`config.mk`:
```
export PLATFORM = sky130hd
export DESIGN_NAME = snow64_long_div_u16_by_u8_arbiter
export DESIGN_NICKNAME = d
export VERILOG_FILES = /design/src/rtl/snow64_long_div_u16_by_u8_arbiter_pkg.sv /design/src/rtl/snow64_long_div_u16_by_u8_arbiter_picker.sv /design/src/rtl/snow64_long_div_u16_by_u8_arbiter.sv
export SDC_FILE = /design/constraint.sdc
export NUM_CORES = 1
export LEC_CHECK = 0
export ABC_AREA = 1
export CAP_MARGIN = 10
export CORE_ASPECT_RATIO = 1.1
export CORE_MARGIN = 2
export CORE_UTILIZATION = 44
export CTS_CLUSTER_SIZE = 25
export DETAILED_ROUTE_END_ITERATION = 10
export GPL_TIMING_DRIVEN = 0
export PLACE_DENSITY_LB_ADDON = 0.08
export SLEW_MARGIN = 15
export SYNTH_ARGS = -nofsm -noshare
export SYNTH_HDL_FRONTEND = slang
export SYNTH_SLANG_ARGS = --single-unit
```
`constraint.sdc`:
```
create_clock -name clk -period 8.4 [get_ports clk]
set_input_delay 2.1 -clock clk [delete_from_list [all_inputs] [get_ports clk]]
set_output_delay 2.1 -clock clk [all_outputs]
set_load 0.01 [all_outputs]
```
`src/rtl/snow64_long_div_u16_by_u8_arbiter_pkg.sv`:
```
// snow64_long_div_u16_by_u8_arbiter_pkg: divider port structs plus arbiter state enum and width constants
package PkgSnow64LongDiv;
  typedef struct packed {
    logic        start;
    logic [15:0] a;
    logic [7:0]  b;
  } PortIn_LongDivU16ByU8;
  typedef struct packed {
    logic [15:0] data;
    logic        valid;
    logic        can_accept_cmd;
  } PortOut_LongDivU16ByU8;
endpackage

package PkgSnow64LongDivArbiter;
  localparam int WIDTH__A = 16;
  localparam int WIDTH__B = 8;
  localparam int WIDTH__QUOT = 16;
  localparam int MAX_NUM_REQUESTERS = 8;
  typedef enum logic [1:0] {StIdle, StStart, StWait} StateT;
endpackage

```
`src/rtl/snow64_long_div_u16_by_u8_arbiter_picker.sv`:
```
// snow64_round_robin_picker: first valid requester at or after the pointer, wrapping to 0
module snow64_round_robin_picker #(
  parameter int NUM_REQUESTERS = 4,
  parameter int WIDTH__REQ_ID = $clog2(NUM_REQUESTERS)
) (
  input  logic [NUM_REQUESTERS-1:0] req_i,
  input  logic [WIDTH__REQ_ID-1:0]  ptr_i,
  output logic [NUM_REQUESTERS-1:0] grant_o,
  output logic [WIDTH__REQ_ID-1:0]  idx_o,
  output logic                      any_o
);
  localparam logic [WIDTH__REQ_ID:0] N_REQ = (WIDTH__REQ_ID+1)'(NUM_REQUESTERS);
  logic [WIDTH__REQ_ID:0]   sum;
  logic [WIDTH__REQ_ID-1:0] cand;
  // scan farthest-to-nearest so the requester closest to the pointer wins
  always_comb begin
    idx_o = '0;
    sum = '0;
    cand = '0;
    for (int i = NUM_REQUESTERS - 1; i >= 0; i--) begin
      sum = {1'b0, ptr_i} + (WIDTH__REQ_ID+1)'(i);
      cand = sum >= N_REQ ? WIDTH__REQ_ID'(sum - N_REQ) : WIDTH__REQ_ID'(sum);
      if (req_i[cand]) idx_o = cand;
    end
    any_o = |req_i;
    grant_o = any_o ? NUM_REQUESTERS'(1) << idx_o : '0;
  end
endmodule

```
`src/rtl/snow64_long_div_u16_by_u8_arbiter.sv`:
```
// snow64_long_div_u16_by_u8_arbiter: round-robin sharing of one external u16/u8 divider among clients
// Optional SNOW64_LONG_DIV_ARBITER_DIV_BY_ZERO_FLAG_EN: adds rsp_div_by_zero and bypasses the divider when b==0.
module snow64_long_div_u16_by_u8_arbiter
  import PkgSnow64LongDiv::*;
  import PkgSnow64LongDivArbiter::*;
#(
  parameter int NUM_REQUESTERS = 4,
  parameter int WIDTH__REQ_ID = $clog2(NUM_REQUESTERS)
) (
  input  logic                                clk,
  input  logic                                rst,
  input  logic [NUM_REQUESTERS-1:0]           req_valid,
  input  logic [WIDTH__A*NUM_REQUESTERS-1:0]  req_a,
  input  logic [WIDTH__B*NUM_REQUESTERS-1:0]  req_b,
  output logic [NUM_REQUESTERS-1:0]           req_ready,
  output logic [NUM_REQUESTERS-1:0]           rsp_valid,
  output logic [WIDTH__QUOT-1:0]              rsp_data,
  output logic                                busy,
`ifdef SNOW64_LONG_DIV_ARBITER_DIV_BY_ZERO_FLAG_EN
  output logic                                rsp_div_by_zero,
`endif
  output PortIn_LongDivU16ByU8                div_in,
  input  PortOut_LongDivU16ByU8               div_out
);
  localparam int N = NUM_REQUESTERS;
  localparam int W = WIDTH__REQ_ID;
  StateT                       state_q, state_d;
  logic [W-1:0]                rr_q, rr_d, g_q, g_d;
  logic [WIDTH__A-1:0]         a_q, a_d;
  logic [WIDTH__B-1:0]         b_q, b_d;
  logic                        start_q, start_d;
  logic [N-1:0]                rsp_valid_q, rsp_valid_d;
  logic [WIDTH__QUOT-1:0]      rsp_data_q, rsp_data_d;
  logic [N-1:0][WIDTH__A-1:0]  a_v;
  logic [N-1:0][WIDTH__B-1:0]  b_v;
  logic [N-1:0]                pick_grant;
  logic [W-1:0]                pick_idx;
  logic                        pick_any, done;
`ifdef SNOW64_LONG_DIV_ARBITER_DIV_BY_ZERO_FLAG_EN
  logic                        zero_q, zero_d, dbz_q, dbz_d;
  assign rsp_div_by_zero = dbz_q;
`endif
  assign a_v = req_a;
  assign b_v = req_b;
  assign rsp_valid = rsp_valid_q;
  assign rsp_data = rsp_data_q;
  assign busy = state_q != StIdle;
  assign div_in = '{start: start_q, a: a_q, b: b_q};

  snow64_round_robin_picker #(.NUM_REQUESTERS(N), .WIDTH__REQ_ID(W)) u_picker (
    .req_i  (req_valid & {N{div_out.can_accept_cmd}}),
    .ptr_i  (rr_q),
    .grant_o(pick_grant),
    .idx_o  (pick_idx),
    .any_o  (pick_any)
  );

  // grant in IDLE, pulse start once, then return the divider result as a one-cycle tagged strobe
  always_comb begin
    state_d = state_q;
    rr_d = rr_q;
    g_d = g_q;
    a_d = a_q;
    b_d = b_q;
    start_d = 1'b0;
    rsp_valid_d = '0;
    rsp_data_d = rsp_data_q;
    req_ready = '0;
`ifdef SNOW64_LONG_DIV_ARBITER_DIV_BY_ZERO_FLAG_EN
    zero_d = zero_q;
    done = (state_q == StWait && div_out.valid) || (state_q == StStart && zero_q);
`else
    done = state_q == StWait && div_out.valid;
`endif
    if (state_q == StIdle && pick_any && !rst) begin
      req_ready = pick_grant;
      g_d = pick_idx;
      a_d = a_v[pick_idx];
      b_d = b_v[pick_idx];
      state_d = StStart;
`ifdef SNOW64_LONG_DIV_ARBITER_DIV_BY_ZERO_FLAG_EN
      zero_d = b_v[pick_idx] == '0;
      start_d = b_v[pick_idx] != '0;
`else
      start_d = 1'b1;
`endif
    end
    if (state_q == StStart) state_d = StWait;
    if (done) begin
      rsp_valid_d = N'(1) << g_q;
      rsp_data_d = state_q == StWait ? div_out.data : '0;
      rr_d = g_q == W'(N - 1) ? '0 : g_q + 1'b1;
      state_d = StIdle;
    end
`ifdef SNOW64_LONG_DIV_ARBITER_DIV_BY_ZERO_FLAG_EN
    dbz_d = done && zero_q;
`endif
  end

  // state and captured request registers; reset discards any operation in flight
  always_ff @(posedge clk or posedge rst) begin
    if (rst) begin
      state_q <= StIdle;
      rr_q <= '0;
      g_q <= '0;
      a_q <= '0;
      b_q <= '0;
      start_q <= 1'b0;
      rsp_valid_q <= '0;
      rsp_data_q <= '0;
`ifdef SNOW64_LONG_DIV_ARBITER_DIV_BY_ZERO_FLAG_EN
      zero_q <= 1'b0;
      dbz_q <= 1'b0;
`endif
    end else begin
      state_q <= state_d;
      rr_q <= rr_d;
      g_q <= g_d;
      a_q <= a_d;
      b_q <= b_d;
      start_q <= start_d;
      rsp_valid_q <= rsp_valid_d;
      rsp_data_q <= rsp_data_d;
`ifdef SNOW64_LONG_DIV_ARBITER_DIV_BY_ZERO_FLAG_EN
      zero_q <= zero_d;
      dbz_q <= dbz_d;
`endif
    end
  end
endmodule

```
==> results of run 1 <==
worst min-delay path: cells and delay by family (launching register included):
| family | cells | cell delay (ps) |
|---|---|---|
| DFF | 1 | 350 |
| and+or+nand+nor | 2 | 110 |
worst paths after layout:
kind	start	to	cells after the start
max in group asynchronous	rst	rsp_data[4]	3
worst max-delay path	rst	req_ready[1]	9
min in group asynchronous	rst	b_q[1]	2
worst max register to register	rr_q[0]	b_q[6]	15
worst min-delay path	rsp_data[8]	rsp_data[8]	2
worst min register to register	rsp_data[8]	rsp_data[8]	2
area by class of cell:
| class | count | area [um^2] | share of cell area |
|---|---|---|---|
| clock buffer | 6 | 82.6 | 0.0156 |
| inverter | 63 | 239 | 0.0452 |
| multi-input combinational | 381 | 1630 | 0.309 |
| sequential | 51 | 1280 | 0.242 |
| clock inverter | 2 | 38.8 | 0.00734 |
| buffer | 30 | 194 | 0.0367 |
| timing repair buffer | 170 | 1710 | 0.324 |
| tap | 87 | 109 | 0.0206 |
placed cells by master, fill, tap and decap left out, drive strengths merged:
cell	Yosys	routed
nor3	1	1
clkbuf	7	13
buf	23	24
o21ai	6	6
inv	63	64
nand4	2	2
bufinv	0	1
dfrtp	51	51
nor2	9	9
ha	4	4
o21a	1	1
nand3	78	78
nand2	277	277
a21oi	2	2
o21bai	1	1
clkdlybuf4s50	0	169
synthesized netlist by cell type, drive strengths merged:
cell type	count
nor2	9
nand2	277
buf	23
dfrtp	51
nand4	2
o21a	1
inv	63
o21bai	1
a21oi	2
nand3	78
o21ai	6
nor3	1
clkbuf	7
ha	4
cells by family after synthesis:
group | Yosys count | synth area share
AND/OR/NAND/NOR | 367 | 0.456
flip-flops | 51 | 0.382
AO/OA/AOI/OAI | 10 | 0.0176
adder cells (fa/ha/maj) | 4 | 0.0150
buffers and inverters | 93 | 0.130
metal layers:
layer / routed length, um / GRT usage / vias up
li1: - / - / 1935
met1: 4200 / 0.301 / 1712
met2: 5450 / 0.472 / 149
met3: 867 / 0.0623 / 16
met4: 144 / 0.0664 / 0
met5: 0 / 0 / -
flip-flops by register name, summed over array words and instances, names as in the netlist:
register / count
rr_q: 2
a_q: 16
rsp_data: 16
b_q: 8
state_q: 2
start_q: 1
g_q: 2
rsp_valid: 4
per-stage QoR:
stage	total power (uW)	utilization	setup WS [ps]	hold slack, ps
6_report	576	0.715	1170	489
3_3_place_gp	387	0.695	26.9	461
3_5_place_dp	391	0.698	1130	464
2_1_floorplan	318	-	1880	474
5_1_grt	606	0.715	811	516
4_1_cts	577	0.715	1120	490
where the power goes:
part	internal (uW)	switching [uW]	leakage [uW]
clock	98.2	91.3	0.0000618
sequential	245	0	0.000687
combinational	78.1	62.7	0.00212
==> flow_summary_export.csv, run 1 <==
group,metric,value,unit
worst_setup_path,cp-start-kind,"primary input",
power_and_ir_drop,p_per_area,109,mW/mm^2
power_and_ir_drop,p_leak,0.00287,uW
synth,synth_area_leaders,"dfrtp_1 38%, nand2_1 30%, nand3_1 12%",
clock_tree,cts-root-buf,"clkbuf_8",
job,drv_cap,0,
clock_tree,cts_htree_levels,2,
global_routing,grt_max_degree,31,
floorplan,die_area,0.00830,mm^2
synth,synth.largest_area_cell,"dfrtp_1",
timing,grt_setup_unrepaired,"false",
clock_tree,clock_sinks,51,
drt,drt_pass1_iterations,4,
global_routing,antenna_found_initial,0,
worst_setup_path,crit_arrival,5130,ps
timing,worst_pin_slew,531,ps
synth,synth_cells,525,
final_layout,syn2layout_area_growth,58.1,%
synth,ys_warn_count,0,
timing,period_share,0.861,
timing,maxSlewViolCount,0,
final_layout,nFillCells,641,
outcome,status,"finished, final reports clean",
global_routing,grt_usage,0.258,
timing,max_slew_margin,0.646,
worst_setup_path,crit_buf_inv,6,
worst_setup_path,crit_family,"buffers and inverters",
timing,tns,0,ps
final_layout,layout.cells.non_filler,790,
floorplan,coreArea,0.00739,mm^2
clock_tree,cts.path.max_buffers,2,
placed_design,place_inst,782,
floorplan,ioPinCount,170,
worst_setup_path,crit_chain,"clkdlybuf4s50_1 -> inv_2 -> buf_12 -> nand4_1 -> inv_1 -> clkbuf_1 -> nand2_1 -> a21oi_1 -> clkdlybuf4s50_1",
floorplan,rows,33,
clock_tree,cts_setup_buffers,0,
drt,detailroute.via_count,3812,
global_routing,grt_pass1_vias,3707,
worst_setup_path,crit_slowest_cell,"clkdlybuf4s50_1",
global_routing,grt_pass1_wl,17000,um
worst_setup_path,crit_path_end_kind,"primary output",
synth,synth_top_area_frac,0.382,
placed_design,port-buffer-count,169,
worst_setup_path,r2r_slack,6430,ps
timing,fmax,0.138,GHz
clock_tree,cts-resized-gates,0,
worst_setup_path,crit_fanout,30,
worst_setup_path,cpPeakStageDelay,570,ps
drt,drcViolationCount,0,
clock_tree,cts_made_buffers,5,
drt,via_per_inst,4.83,
final_layout,final_cell_area,0.00528,mm^2
timing,finalSetupViolations,0,
synth,syn-num-nets,649,
drt,detail_route.wl_per_cell,13.5,um
synth,syn_area,0.00334,mm^2
hold_path,min_path_type,"flop to flop",
synth,ys_seq_area_frac,0.382,
final_layout,num_antenna_cells,0,
power_and_ir_drop,ir_drop,0.0000828,V
floorplan,start_util,0.452,
drt,drt_iter0_markers,125,
final_layout,fin_nets,826,
final_layout,drive_gt1_frac,0.0640,
global_routing,gr-total-overflow,0,
worst_setup_path,critPathKind,"primary input to primary output",
worst_setup_path,cpMostUsedCell,"clkdlybuf4s50_1",
placed_design,place.gp.congestion,0.876,
clock_tree,hold_buffers,0,
worst_setup_path,required,6300,ps
synth,ys_ff_latch,51,
clock_tree,cts_tree,"built",
synth,synth_area_per_cell,6.36,um^2
floorplan,die_height,95.4,um
placed_design,placed_cell_area,0.00516,mm^2
clock_tree,path_clk_slew,100,ps
timing,finalHoldViolations,0,
timing,skew,12.6,ps
synth,ys_types,22,
placed_design,place_hpwl,8260,um
drt,drt-total-wl,10700,um
clock_tree,clk_latency,320,ps
floorplan,die_w,87.1,um
timing,period_minus_slack,7230,ps
drt,ant_nets,0,
Note: power is estimated with default switching activity, not from simulation.
==> run 2, diff against run 1 <==
--- a/config.mk
+++ b/config.mk
@@ -8,7 +8,6 @@
 export ABC_AREA = 1
 export CAP_MARGIN = 10
 export CORE_ASPECT_RATIO = 1.1
-export CORE_MARGIN = 2
 export CORE_UTILIZATION = 44
 export CTS_CLUSTER_SIZE = 25
 export DETAILED_ROUTE_END_ITERATION = 10
==> run 2 against run 1 <==
Routed wire length shrank 4.8%. Clock skew shrank 7.3 ps. Critical path type unchanged. Design area is essentially flat. Final cell count shrank 0.25%. Register-to-register slack is essentially flat. Sequential share of layout area is essentially flat. Worst hold slack lost 2.6 ps. Die area shrank 4.3%. Clock power shrank 3%. Global-route usage grew 0.13 points. Combinational power is essentially flat. Setup slack gained 77 ps.
==> flow_summary_export.csv, run 2 (synthesized netlist as in run 1, its figures left out) <==
group,metric,value,unit
outcome,status,"finished, final reports clean",
placed_design,port-buffer-count,169,
power_and_ir_drop,ir_drop,0.0000757,V
hold_path,min_path_type,"flop to flop",
clock_tree,cts.path.max_buffers,2,
clock_tree,cts_made_buffers,5,
floorplan,coreArea,0.00717,mm^2
power_and_ir_drop,p_sw,148,uW
clock_tree,hold_buffers,0,
clock_tree,clk_latency,310,ps
timing,tns,0,ps
global_routing,grt_pass1_wl,16500,um
placed_design,placed_cell_area,0.00516,mm^2
worst_setup_path,crit_arrival,5050,ps
timing,grt_setup_unrepaired,"false",
power_and_ir_drop,clkPwrFrac,0.323,
final_layout,mostFrequentLayoutCell,"nand2_1",
hold_path,hold_path_depth,2,
drt,detail_route.wl_per_cell,12.9,um
timing,whs,486,ps
floorplan,die_height,93.4,um
timing,skew,5.33,ps
global_routing,grt_pass1_vias,3749,
drt,detailroute.via_count,3789,
worst_setup_path,critPathKind,"primary input to primary output",
timing,period_minus_slack,7150,ps
drt,ant_nets,0,
final_layout,final_cell_area,0.00528,mm^2
floorplan,ioPinCount,170,
final_layout,fin_nets,826,
timing,fmax,0.140,GHz
timing,worst_pin_slew,518,ps
worst_setup_path,crit_family,"buffers and inverters",
floorplan,die_area,0.00794,mm^2
worst_setup_path,cpMostUsedCell,"clkdlybuf4s50_1",
worst_setup_path,crit_slowest_cell,"clkdlybuf4s50_1",
power_and_ir_drop,p_per_area,108,mW/mm^2
global_routing,antenna_found_initial,0,
final_layout,fin_util,0.737,
worst_setup_path,crit_path_end_kind,"primary output",
drt,drt-total-wl,10200,um
clock_tree,clock_sinks,51,
placed_design,place_hpwl,7930,um
drt,via_per_inst,4.81,
worst_setup_path,crit_chain,"clkdlybuf4s50_1 -> inv_2 -> buf_12 -> nand4_1 -> inv_1 -> clkbuf_1 -> nand2_1 -> a21oi_1 -> clkdlybuf4s50_1",
final_layout,syn2layout_area_growth,58.1,%
timing,maxSlewViolCount,0,
clock_tree,path_clk_slew,90,ps
clock_tree,cts-root-buf,"clkbuf_8",
global_routing,grt_max_degree,33,
job,drv_cap,0,
timing,max_slew_margin,0.655,
timing,finalHoldViolations,0,
final_layout,drive_gt1_frac,0.0640,
placed_design,place_inst,780,
clock_tree,cts_htree_levels,2,
drt,drcViolationCount,0,
floorplan,rows,32,
clock_tree,cts_setup_buffers,0,
timing,period_share,0.852,
global_routing,grt_usage,0.260,
final_layout,num_antenna_cells,0,
drt,drt_pass1_iterations,4,
final_layout,final_cell_mix,"270 x nand2_1, 169 x clkdlybuf4s50_1, 77 x nand3_1",
worst_setup_path,required,6300,ps
power_and_ir_drop,intPower,422,uW
power_and_ir_drop,p_comb_frac,0.246,
drt,drt_iter0_markers,115,
clock_tree,cts-resized-gates,0,
worst_setup_path,cp-start-kind,"primary input",
power_and_ir_drop,p_leak,0.00287,uW
floorplan,die_w,85.1,um
worst_setup_path,crit_fanout,32,
power_and_ir_drop,switching_share,0.259,
placed_design,place.gp.congestion,0.857,
clock_tree,cts_tree,"built",
power_and_ir_drop,seqPwrFrac,0.431,
final_layout,layout.cells.non_filler,788,
timing,finalSetupViolations,0,
worst_setup_path,r2r_cells,7,
worst_setup_path,cpPeakStageDelay,570,ps
worst_setup_path,path_depth,9,
worst_setup_path,crit_buf_inv,6,
floorplan,start_util,0.466,
global_routing,gr-total-overflow,0,
-- run 2: power groups by stage --
stage,logic [uW],registers (uW),clock network [uW]
5_1_grt,155,245,197
3_5_place_dp,140,250,0
3_3_place_gp,137,250,0
6_report,140,245,184
2_1_floorplan,67.6,250,0
4_1_cts,141,245,187
-- run 2: routing by layer --
metal	GRT usage	wire length (um)
met2	0.476	5090
met3	0.0644	840
met4	0.0876	196
met5	0	0
met1	0.292	4030
-- run 2: through the flow --
step                      power [uW]  setup WS [ps]
final                            569           1250
after global placement           387           27.0
after CTS                        573           1190
after global routing             598            905
after floorplan                  318           1880
after detailed placement         390           1200
-- run 2: layout make-up --
type                            instances  area, um^2
Timing Repair Buffer                  170        1710
Clock buffer                            6        82.6
Sequential cell                        51        1280
Fill cell                             580        1890
Clock inverter                          2        38.8
Tap cell                               85         106
Inverter                               63         239
Multi-Input combinational cell        381        1630
Buffer                                 30         194
-- run 2: tightest hold or removal path, stage by stage (launching register included) --
cell and delay [ps]:
dfrtp_1 350, nand2_1 50, nand2_1 50
-- run 2: final timing paths --
kind	startpoint	end	slack, ps
setup reg to reg	state_q[1]	a_q[8]	6430
hold reg to reg	a_q[3]	a_q[3]	490
min in group asynchronous	rst	rsp_data[9]	2110
hold / removal	a_q[3]	a_q[3]	490
max in group asynchronous	rst	a_q[1]	5770
setup / recovery	rst	req_ready[1]	1250
